===== src/rtl/spi_pkg.sv =====
// Shared types for the parametrised SPI master: FSM states and the
// per-transfer configuration shadow register.
package spi_pkg;

  localparam int unsigned CFG_DIV_W = 32;
  localparam int unsigned CFG_CS_W  = 3;

  typedef enum logic [1:0] {
    IDLE,
    LEAD,
    SHIFT,
    TRAIL
  } spi_state_t;

  typedef struct packed {
    logic                 cpol;
    logic                 cpha;
    logic                 lsb_first;
    logic [CFG_DIV_W-1:0] div;
    logic [CFG_CS_W-1:0]  cs_sel;
  } spi_cfg_t;

endpackage


===== src/rtl/spi_clk_div.sv =====
// Loadable down-counter: one-cycle half_tick_c every div+1 cycles while en is
// high; the count reloads whenever en is low so each frame starts fresh.
module spi_clk_div #(
  parameter int unsigned DIV_W = 8
) (
  input  logic             clk,
  input  logic             rst_n,
  input  logic             en,
  input  logic [DIV_W-1:0] div,
  output logic             half_tick_c
);

  logic [DIV_W-1:0] cnt;

  assign half_tick_c = en && (cnt == '0);

  always_ff @(posedge clk or negedge rst_n) begin
    if (!rst_n) begin
      cnt <= '0;
    end else if (!en || (cnt == '0)) begin
      cnt <= div;
    end else begin
      cnt <= cnt - DIV_W'(1);
    end
  end

endmodule


===== src/rtl/spi_master_gen.sv =====
// SPI master engine: all four CPOL/CPHA modes, runtime SCK divider,
// DATA_W-bit frames, MSB/LSB-first, CS_N active-low chip selects.
module spi_master_gen
  import spi_pkg::*;
#(
  parameter  int unsigned DATA_W = 8,
  parameter  int unsigned CS_N   = 1,
  parameter  int unsigned DIV_W  = 8,
  localparam int unsigned CSW    = (CS_N > 1) ? $clog2(CS_N) : 1
) (
  input  logic              clk,
  input  logic              rst_n,
  input  logic              start,
  input  logic              cpol,
  input  logic              cpha,
  input  logic              lsb_first,
  input  logic [DIV_W-1:0]  div,
  input  logic [CSW-1:0]    cs_sel,
  input  logic [DATA_W-1:0] tx_data,
  output logic [DATA_W-1:0] rx_data,
  output logic              rx_valid,
  output logic              busy,
  output logic              sck,
  output logic              mosi,
  input  logic              miso,
  output logic [CS_N-1:0]   cs_n
);

  localparam int unsigned EW = $clog2(2 * DATA_W) + 1;
  localparam int unsigned BW = $clog2(DATA_W) + 1;
  localparam logic [EW-1:0] EDGE_END  = EW'(2 * DATA_W);
  localparam logic [EW-1:0] EDGE_LAST = EW'(2 * DATA_W - 1);
  localparam logic [BW-1:0] BIT_END   = BW'(DATA_W);

  spi_state_t          state;
  spi_cfg_t            cfg;
  logic [DATA_W-1:0]   tx_sh;
  logic [DATA_W-1:0]   rx_sh;
  logic [EW-1:0]       edge_cnt;
  logic [BW-1:0]       bit_cnt;

  logic                half_tick_c;
  logic [CFG_DIV_W-1:0] div_mux_c;
  logic                toggle_c;
  logic                leading_c;
  logic                sample_c;
  logic                drive_c;

  // Out-of-range selects decode to all-ones, so the frame runs unselected.
  function automatic logic [CS_N-1:0] cs_decode(input logic [CFG_CS_W-1:0] sel);
    logic [CS_N-1:0] dec;
    for (int unsigned i = 0; i < CS_N; i++) begin
      dec[i] = (sel != CFG_CS_W'(i));
    end
    return dec;
  endfunction

  // While idle the divider preloads from the live input, matching the shadow.
  assign div_mux_c = (state == IDLE) ? CFG_DIV_W'(div) : cfg.div;

  spi_clk_div #(
    .DIV_W (CFG_DIV_W)
  ) u_clk_div (
    .clk         (clk),
    .rst_n       (rst_n),
    .en          (state != IDLE),
    .div         (div_mux_c),
    .half_tick_c (half_tick_c)
  );

  // Edge classification: odd toggles lead, even toggles trail.
  always_comb begin
    toggle_c = 1'b0;
    if (half_tick_c) begin
      if (state == LEAD) begin
        toggle_c = 1'b1;
      end else if ((state == SHIFT) && (edge_cnt != EDGE_END)) begin
        toggle_c = 1'b1;
      end
    end
    leading_c = ~edge_cnt[0];
    sample_c  = toggle_c && (leading_c != cfg.cpha);
    drive_c   = toggle_c && (cfg.cpha ? leading_c
                                      : (!leading_c && (edge_cnt != EDGE_LAST)));
  end

  always_ff @(posedge clk or negedge rst_n) begin
    if (!rst_n) begin
      state    <= IDLE;
      cfg      <= '0;
      tx_sh    <= '0;
      rx_sh    <= '0;
      edge_cnt <= '0;
      bit_cnt  <= '0;
      sck      <= 1'b0;
      mosi     <= 1'b0;
      cs_n     <= '1;
      busy     <= 1'b0;
      rx_valid <= 1'b0;
      rx_data  <= '0;
    end else begin
      rx_valid <= 1'b0;
      case (state)
        IDLE: begin
          sck  <= cpol;
          mosi <= 1'b0;
          if (start) begin
            cfg.cpol      <= cpol;
            cfg.cpha      <= cpha;
            cfg.lsb_first <= lsb_first;
            cfg.div       <= CFG_DIV_W'(div);
            cfg.cs_sel    <= CFG_CS_W'(cs_sel);
            edge_cnt      <= '0;
            bit_cnt       <= '0;
            rx_sh         <= '0;
            cs_n          <= cs_decode(CFG_CS_W'(cs_sel));
            busy          <= 1'b1;
            if (!cpha) begin
              mosi  <= lsb_first ? tx_data[0] : tx_data[DATA_W-1];
              tx_sh <= lsb_first ? (tx_data >> 1) : (tx_data << 1);
            end else begin
              tx_sh <= tx_data;
            end
            state <= LEAD;
          end
        end
        LEAD: begin
          cs_n <= cs_decode(cfg.cs_sel);
          if (half_tick_c) begin
            state <= SHIFT;
          end
        end
        SHIFT: begin
          if (half_tick_c && (edge_cnt == EDGE_END) && (bit_cnt == BIT_END)) begin
            state <= TRAIL;
          end
        end
        TRAIL: begin
          sck <= cfg.cpol;
          if (half_tick_c) begin
            cs_n     <= '1;
            busy     <= 1'b0;
            rx_data  <= rx_sh;
            rx_valid <= 1'b1;
            state    <= IDLE;
          end
        end
        default: state <= IDLE;
      endcase

      if (toggle_c) begin
        sck      <= ~sck;
        edge_cnt <= edge_cnt + EW'(1);
      end
      if (sample_c) begin
        rx_sh   <= cfg.lsb_first ? {miso, rx_sh[DATA_W-1:1]} : {rx_sh[DATA_W-2:0], miso};
        bit_cnt <= bit_cnt + BW'(1);
      end
      if (drive_c) begin
        mosi  <= cfg.lsb_first ? tx_sh[0] : tx_sh[DATA_W-1];
        tx_sh <= cfg.lsb_first ? (tx_sh >> 1) : (tx_sh << 1);
      end
    end
  end

endmodule


===== config.mk =====
export PLATFORM = sky130hd
export DESIGN_NAME = spi_master_gen
export DESIGN_NICKNAME = d
export VERILOG_FILES = /design/src/rtl/spi_pkg.sv /design/src/rtl/spi_clk_div.sv /design/src/rtl/spi_master_gen.sv
export SDC_FILE = /design/constraint.sdc
export NUM_CORES = 1
export LEC_CHECK = 0
export CORE_MARGIN = 5
export CORE_UTILIZATION = 46
export CTS_BUF_LIST = sky130_fd_sc_hd__clkbuf_16
export DETAILED_ROUTE_END_ITERATION = 8
export GPL_ROUTABILITY_DRIVEN = 0
export PLACE_DENSITY = 0.76
export RECOVER_POWER = 50
export SLEW_MARGIN = 20
export SYNTH_ARGS = -nofsm -noshare
export SYNTH_HDL_FRONTEND = slang
export SYNTH_SLANG_ARGS = --single-unit

===== constraint.sdc =====
create_clock -name clk -period 3.4 [get_ports clk]
set_input_delay 0.34 -clock clk [delete_from_list [all_inputs] [get_ports clk]]
set_output_delay 0.34 -clock clk [all_outputs]
set_load 0.02 [all_outputs]

==> key figures, run 1 <==
Outcome
  • Status: finished with violations
  • Failing checks: capacitance limit, slew limit

Yosys
  • Synth area leaders: dfrtp_1 (46%), mux2i_1 (12%), mux2_2 (6.0%)
  • Synth Cell Area: about 0.0045 sq mm
  • Synth cell types: 48
  • Mux share of post-synthesis cell area: 0.1771
  • Avg Cell Area, Syn: approximately 11 sq um
  • Largest family of logic cells by synthesized area: multiplexers
  • Post-synth ARST share: 1.000
  • Post-synthesis compound-gate area fraction: 0.06753
  • Number of enable flip-flop cells after synthesis: 0
  • Simple-Gate Fraction of Synth Area: 0.1680
  • Net count after synthesis: around 460
  • XOR/XNOR Fraction of Synth Area: 0.05619
  • Post-synth top area share: 0.4595
  • Register area share after synthesis: 0.4653
  • Synth area leader: dfrtp_1
  • Mapped Cells: 427
  • Post-Synth Adder-Cell Area: 0.03045
  • Synth Flop Type: dfrtp_1
  • Flops & latches, synth: 84
  • YS warnings: 0

Placement
  • Area after DPL: between 0.004 and 0.005 sq mm
  • Pre-CTS setup slack: ~0.46 ns
  • Dpl hpwl: ~6 mm
  • I/O Buffers: 36

Setup path
  • Max FO, Critical Path: 9
  • Crit path largest cell delay: around 0.55 ns
  • WP data arrival: roughly 3.1 ns
  • Crit Path Class: reg2reg
  • Slowest cell on crit path: or4_4
  • Worst EP required: roughly 3.6 ns
  • Most frequent cell on the critical path: or4_4
  • CP Launch Type: flip-flop
  • Crit-path cells: or4_4, or4_4, nor4_4, and3_1, mux2_2
  • Worst setup EP type: flip-flop

CTS
  • Clock slew at reported path FFs: approximately 0.070 ns
  • H-tree depth: 3
  • Clock Latency Late Sink: 0.34 ns
  • CTS buffer count: 9
  • Post-CTS sizing: 0
  • Root Driver: clkbuf_16
  • Hold Buf Count CTS: 0
  • CTS tree: yes
  • Postcts setup bufs: 0
  • Clock buffer depth: 2
  • CTS Sinks: between 80 and 90

Detailed routing
  • DRC Markers: 0
  • DR vias: ~3200
  • Routed len/inst: roughly 15 microns
  • Via density: about 5.4
  • First-pass DRT Iterations: 5
  • Initial DRC count: about 170
  • DRT antenna net count: 0
  • WL final: between 9 and 10 mm

STA
  • Final period util: 0.8548
  • Fin. max-slew vios: 85
  • Slew headroom: -0.3787
  • Achievable clock frequency: about 340 MHz
  • RSZ-0062 raised after global routing: no
  • Slew @ Worst Pin: about 2.1 ns
  • Final clock skew: about 0.0063 ns
  • Tmin final: ~2.9 ns
  • Hold Violations, Final: 0
  • Setup Viol. Count Final: 0
  • Setup TNS: 0 ns
  • Final worst slack: slightly below 0.5 ns

Power and ir drop
  • PD cells: 748.9 mW/mm^2
  • Clock Power Share: 0.233
  • Sequential Power Share: 0.381
  • Internal power: between 0.002 and 0.0025 W
  • Comb pwr share: 0.386
  • Switch share: 0.3794
  • Worst vdd ir: between 0.0003 and 0.0004 V
  • Switch Pwr: between 0.001 and 0.0015 W
  • Leak: roughly 2.5 nW

Layout
  • Synth-to-Final Area Change: 16.52%
  • Fin nets: just under 500
  • Share of layout cells above drive strength 1: 0.1290
  • Filler cells: 846
  • Commonest non-fill, non-tap cell in the layout: dfrtp_1
  • Commonest cells after routing, fill and taps aside: dfrtp_1 (83), mux2i_1 (53), nor2_1 (43), nand2_1 (36), clkdlybuf4s50_1 (29)
  • Antenna cell count: 0
  • Final instance area: 0.005268 sq mm

Floorplan
  • Num rows: 36
  • Core box area: approximately 0.0097 sq mm
  • Die footprint: approximately 0.012 sq mm
  • Die span in y: 109.1 microns
  • IO Pins: 37
  • Chip width: ~110 microns
  • Starting Density: 0.4668

Global route
  • First-pass GRT wire length: roughly 16 mm
  • Largest net degree at the start of global routing: 85
  • Antenna violations before repair: 0
  • Total Routing Usage GR: 0.1648
  • Vias in the first global route: 3348
  • Global route overflow: 0

Flow run
  • Max Cap Viol: 1

Worst hold path
  • Min-delay worst type: reg2reg
power groups by stage:
| stage | Sequential (W) | Combinational, W | Clock, W |
|---|---|---|---|
| final | 0.00150 | 0.00152 | 0.000919 |
| after global routing | 0.00154 | 0.00169 | 0.000981 |
| after CTS | 0.00150 | 0.00153 | 0.000945 |
| after floorplan | 0.00144 | 0.00121 | 0 |
| after global placement | 0.00151 | 0.00147 | 0 |
| after detailed placement | 0.00151 | 0.00152 | 0 |
cells in the mapped netlist (2+ instances only):
library cell and instances:
o21ai_1 3, nand4_1 4, clkbuf_1 15, xor2_1 6, o311ai_0 2, buf_2 2, nand2_1 36, nor3b_1 2
nor4_1 13, nor4_4 2, buf_6 3, nor2_1 43, o211ai_1 2, mux2i_1 53, ha_1 11, buf_4 2
nand2b_1 9, o21ai_0 13, o21a_1 2, nand3_1 5, nor3_1 10, nor2b_1 2, dfrtp_1 83, mux2_2 24
a21oi_1 10, or4_4 2, and3_1 3, xnor2_1 23, or3_1 7, o31ai_1 4, or4_1 4, inv_1 11
cell type report:
class,count,area [sq um],share of cell area
well taps,133,166.4,0.03159
flip-flops and latches,84,2103,0.3993
repair buffers,45,422.9,0.08029
multi-input cells,309,2257,0.4285
inverters,11,41.29,0.007838
clock buffers,9,225.2,0.04276
clock inverters,7,51.30,0.009739
through the flow:
stage / power (W) / cells / hold slack (ns) / utilization
global placement: 0.002975 / 582 / 0.4662 / 0.5156
global route: 0.004220 / 598 / 0.5224 / 0.5439
detailed placement: 0.003038 / 582 / 0.4733 / 0.5156
floorplan: 0.002650 / 427 / 0.04441 / -
CTS: 0.003978 / 598 / 0.2314 / 0.5442
finish: 0.003945 / 598 / 0.4780 / 0.5439
path summary, 6_finish.rpt:
path / from / endpoint / slack, ns / cells after the start
worst min-delay path: sck$_DFFE_PN0P_ / sck$_DFFE_PN0P_ / 0.48 / 1
worst min register to register: sck$_DFFE_PN0P_ / sck$_DFFE_PN0P_ / 0.48 / 1
max in group asynchronous: rst_n / rx_data[2]$_DFFE_PN0P_ / 1.59 / 1
worst max-delay path: u_clk_div.cnt[27]$_DFF_PN0_ / rx_data[3]$_DFFE_PN0P_ / 0.49 / 5
worst max register to register: u_clk_div.cnt[27]$_DFF_PN0_ / rx_data[3]$_DFFE_PN0P_ / 0.49 / 5
min in group asynchronous: rst_n / u_clk_div.cnt[5]$_DFF_PN0_ / 0.59 / 1
worst max-delay path, delay by kind of cell, from the launching register on:
kind          cells  cell delay [ns]
flops             1             0.41
mux               1             0.39
simple gates      4             1.99
metal layers:
| layer | part of all wire | track usage | vias to the layer above | wire length (microns) |
|---|---|---|---|---|
| met5 | 0 | 0 | - | 0 |
| met4 | 0.014 | 0.05140 | 0 | 126 |
| met3 | 0.036 | 0.04737 | 11 | 326 |
| met2 | 0.50 | 0.2794 | 54 | 4474 |
| met1 | 0.45 | 0.2026 | 1581 | 4090 |
| li1 | - | - | 1568 | - |
flip-flops by register name, indices dropped and copies added, names as in the netlist:
register	flops
cfg	12
mosi	1
busy	1
u_clk_div.cnt	32
tx_sh	8
rx_data	8
bit_cnt	4
rx_valid	1
sck	1
rx_sh	8
edge_cnt	5
state	2
cs_n	1
kinds of logic after synthesis:
| family | count (synthesis) |
|---|---|
| AO/OA/AOI/OAI | 46 |
| XOR/XNOR | 29 |
| adder cells (fa/ha/maj) | 11 |
| buffers and inverters | 34 |
| flip-flops | 84 |
| multiplexers | 77 |
| AND/OR/NAND/NOR | 146 |
Note: power is estimated with default switching activity, not from simulation.
==> inputs of run 2 (changes only) <==
==> constraint.sdc (replaced) <==
create_clock -name clk -period 3.4 [get_ports clk]
set_input_delay 0.51 -clock clk [delete_from_list [all_inputs] [get_ports clk]]
set_output_delay 0.51 -clock clk [all_outputs]
set_load 0.02 [all_outputs]
==> key figures, run 2 (synthesis gave the netlist of run 1 again) <==
Worst hold path
  • Min-delay worst type: reg2reg
  • Worst Hold Launch: sck$_DFFE_PN0P_
  • Hold EP: sck$_DFFE_PN0P_
  • WHS Path Cells: 1 (unchanged)

Global route
  • Total Routing Usage GR: 0.1616 (-0.003234)
  • Vias in the first global route: 3272 (-2.3%)
  • First-pass GRT wire length: 15.26 mm (-2.0%)
  • Largest net degree at the start of global routing: 85 (unchanged)
  • GRT busiest layer: met2
  • Met2 Resource Use GR: 0.2610 (-0.01842)
  • Antenna violations before repair: 0 (unchanged)
  • Met1 GRT Util: 0.2127 (+0.01009)
  • Global route overflow: 0 (unchanged)
  • Met3 GRT Util: 0.04085 (-0.006513)

Layout
  • Largest register by flop count: u_clk_div.cnt
  • Antenna cell count: 0 (unchanged)
  • Commonest cells after routing, fill and taps aside: dfrtp_1 (83), mux2i_1 (53), nor2_1 (43), nand2_1 (36), clkdlybuf4s50_1 (29)
  • Final Non-Filler Cells: 595 (-0.50%)
  • Max FFs per register: 32 (unchanged)
  • Final core utilization: 0.5450 (+0.001033)
  • Filler cells: 848 (+0.24%)
  • Fin nets: 494 (-0.20%)
  • Synth-to-Final Area Change: 16.75%
  • Footprint of the multi-input gates: 0.002257 sq mm (unchanged)
  • Commonest non-fill, non-tap cell in the layout: dfrtp_1
  • Biggest regs: u_clk_div.cnt: 32 flops, cfg: 12 flops
  • Register area: 0.002103 sq mm (unchanged)
  • Share of layout cells above drive strength 1: 0.1234 (-0.005656)

CTS
  • CTS tree: yes
  • Root Driver: clkbuf_16
  • CTS Sinks: 84 (unchanged)
  • Clock Latency Late Sink: 0.33 ns (about the same)
  • Post-CTS sizing: 0 (unchanged)
  • Clock slew at reported path FFs: 0.06 ns (about the same)
  • Clock buffer depth: 2 (unchanged)
  • CTS buffer count: 9 (unchanged)
  • Hold Buf Count CTS: 0 (unchanged)
  • H-tree depth: 3 (unchanged)
  • Postcts setup bufs: 0 (unchanged)

Placement
  • Post-Place Cells: 581 (-0.17%)
  • Pre-CTS setup slack: 0.4913 ns (+0.03112 ns)
  • Dpl hpwl: 5.936 mm (-2.1%)
  • I/O Buffers: 36 (unchanged)

Outcome
  • Status: finished with violations
  • Failing checks: capacitance limit, slew limit

STA
  • Slew headroom: -0.3586 (+0.02011)
  • Achievable clock frequency: 344.5 MHz (+0.13%)
  • RSZ-0062 raised after global routing: no
  • Setup TNS: 0 ns (unchanged)
  • Fin. max-slew vios: 85 (unchanged)
  • Slew @ Worst Pin: 2.038 ns (-0.03017 ns)
  • Final clock skew: 0.008222 ns (+0.001906 ns)
  • Setup Viol. Count Final: 0 (unchanged)
  • Tmin final: 2.903 ns (-0.003677 ns)
  • Final worst slack: 0.4974 ns (+0.003677 ns)
  • Final period util: 0.8537 (-0.001081)
  • Hold Violations, Final: 0 (unchanged)

Power and ir drop
  • Tot Pwr: 0.003968 W (+0.58%)
  • Worst vdd ir: 0.0003297 V (+2.3%)
  • Leak: 2.526 nW (about the same)
  • PD cells: 751.8 mW/mm^2 (+0.39%)

Floorplan
  • Chip width: 109.1 microns (unchanged)
  • Core box area: 0.009684 sq mm (unchanged)
  • IO Pins: 37 (unchanged)
  • Die footprint: 0.01191 sq mm (unchanged)
  • Die span in y: 109.1 microns (unchanged)
  • Starting Density: 0.4668 (unchanged)
  • Num rows: 36 (unchanged)

Detailed routing
  • Routed len/inst: 14.77 microns (-2.0%)
  • DRT antenna net count: 0 (unchanged)
  • Initial DRC count: 155 (-11%)
  • DRC Markers: 0 (unchanged)
  • Via density: 5.380 (about the same)
  • First-pass DRT Iterations: 4 (-1)
  • WL final: 8.789 mm (-2.5%)
  • DR vias: 3201 (-0.40%)

Setup path
  • Worst reg2reg path startpoint: u_clk_div.cnt[27]$_DFF_PN0_
  • Crit Path Class: reg2reg
  • WP data arrival: 3.12 ns (about the same)
  • Worst setup EP type: flip-flop
  • CP Launch Point: u_clk_div.cnt[27]$_DFF_PN0_
  • Max FO, Critical Path: 9 (unchanged)
  • CP Launch Type: flip-flop
  • Worst EP required: 3.61 ns (about the same)
  • FF-to-FF path depth: 5 (unchanged)
  • R2R Setup Slk: 0.50 ns (about the same)
  • RR Endpoint: rx_data[1]$_DFFE_PN0P_

Flow run
  • Max Cap Viol: 1 (unchanged)
-- run 2: cell types whose count changed in the layout (fill, tap and decap cells not counted), sizes merged --
cell	delta
clkinv	-4
clkinvlp	+2
buf	-1
bufinv	+1
inv	-1
-- run 2: layout make-up --
| type | instances | area share |
|---|---|---|
| flip-flops and latches | 84 | 0.3985 |
| multi-input cells | 309 | 0.4277 |
| repair buffers | 44 | 0.08108 |
| clock buffers | 9 | 0.04267 |
| well taps | 133 | 0.03153 |
| inverters | 11 | 0.007824 |
| clock inverters | 5 | 0.01067 |
-- run 2: worst max-delay path: stages (launching register included) --
cell	delay, ns
dfrtp_1	0.40
or4_4	0.55
or4_4	0.49
nor4_4	0.46
and3_1	0.50
mux2_2	0.39
-- run 2: stage by stage --
step	instance area (sq um)	hold WS [ns]
floorplan	4521	0.2144
global placement	4999	0.4661
detailed placement	4999	0.4756
CTS	5280	0.4127
global route	5278	0.5200
finish	5278	0.4770
-- run 2: per-layer routing --
| metal | vias up | part of all wire |
|---|---|---|
| met2 | 57 | 0.49 |
| met1 | 1572 | 0.47 |
| met4 | 0 | 0.013 |
| met5 | - | 0 |
| li1 | 1561 | - |
| met3 | 11 | 0.033 |
-- run 2: worst max path at each step --
stage                              to  slack [ns]  depth (start not counted)
2_1_floorplan  rx_data[0]$_DFFE_PN0P_        0.86                          6
3_3_place_gp   rx_data[5]$_DFFE_PN0P_        0.53                          5
3_5_place_dp   rx_data[1]$_DFFE_PN0P_        0.49                          5
4_1_cts        rx_data[1]$_DFFE_PN0P_        0.48                          5
5_1_grt        rx_data[1]$_DFFE_PN0P_        0.41                          5
6_report       rx_data[1]$_DFFE_PN0P_        0.50                          5
-- run 2: power by group --
part           internal, W  switching (W)
Clock             0.000558       0.000375
Combinational     0.000697       0.000834
Sequential         0.00126       0.000244
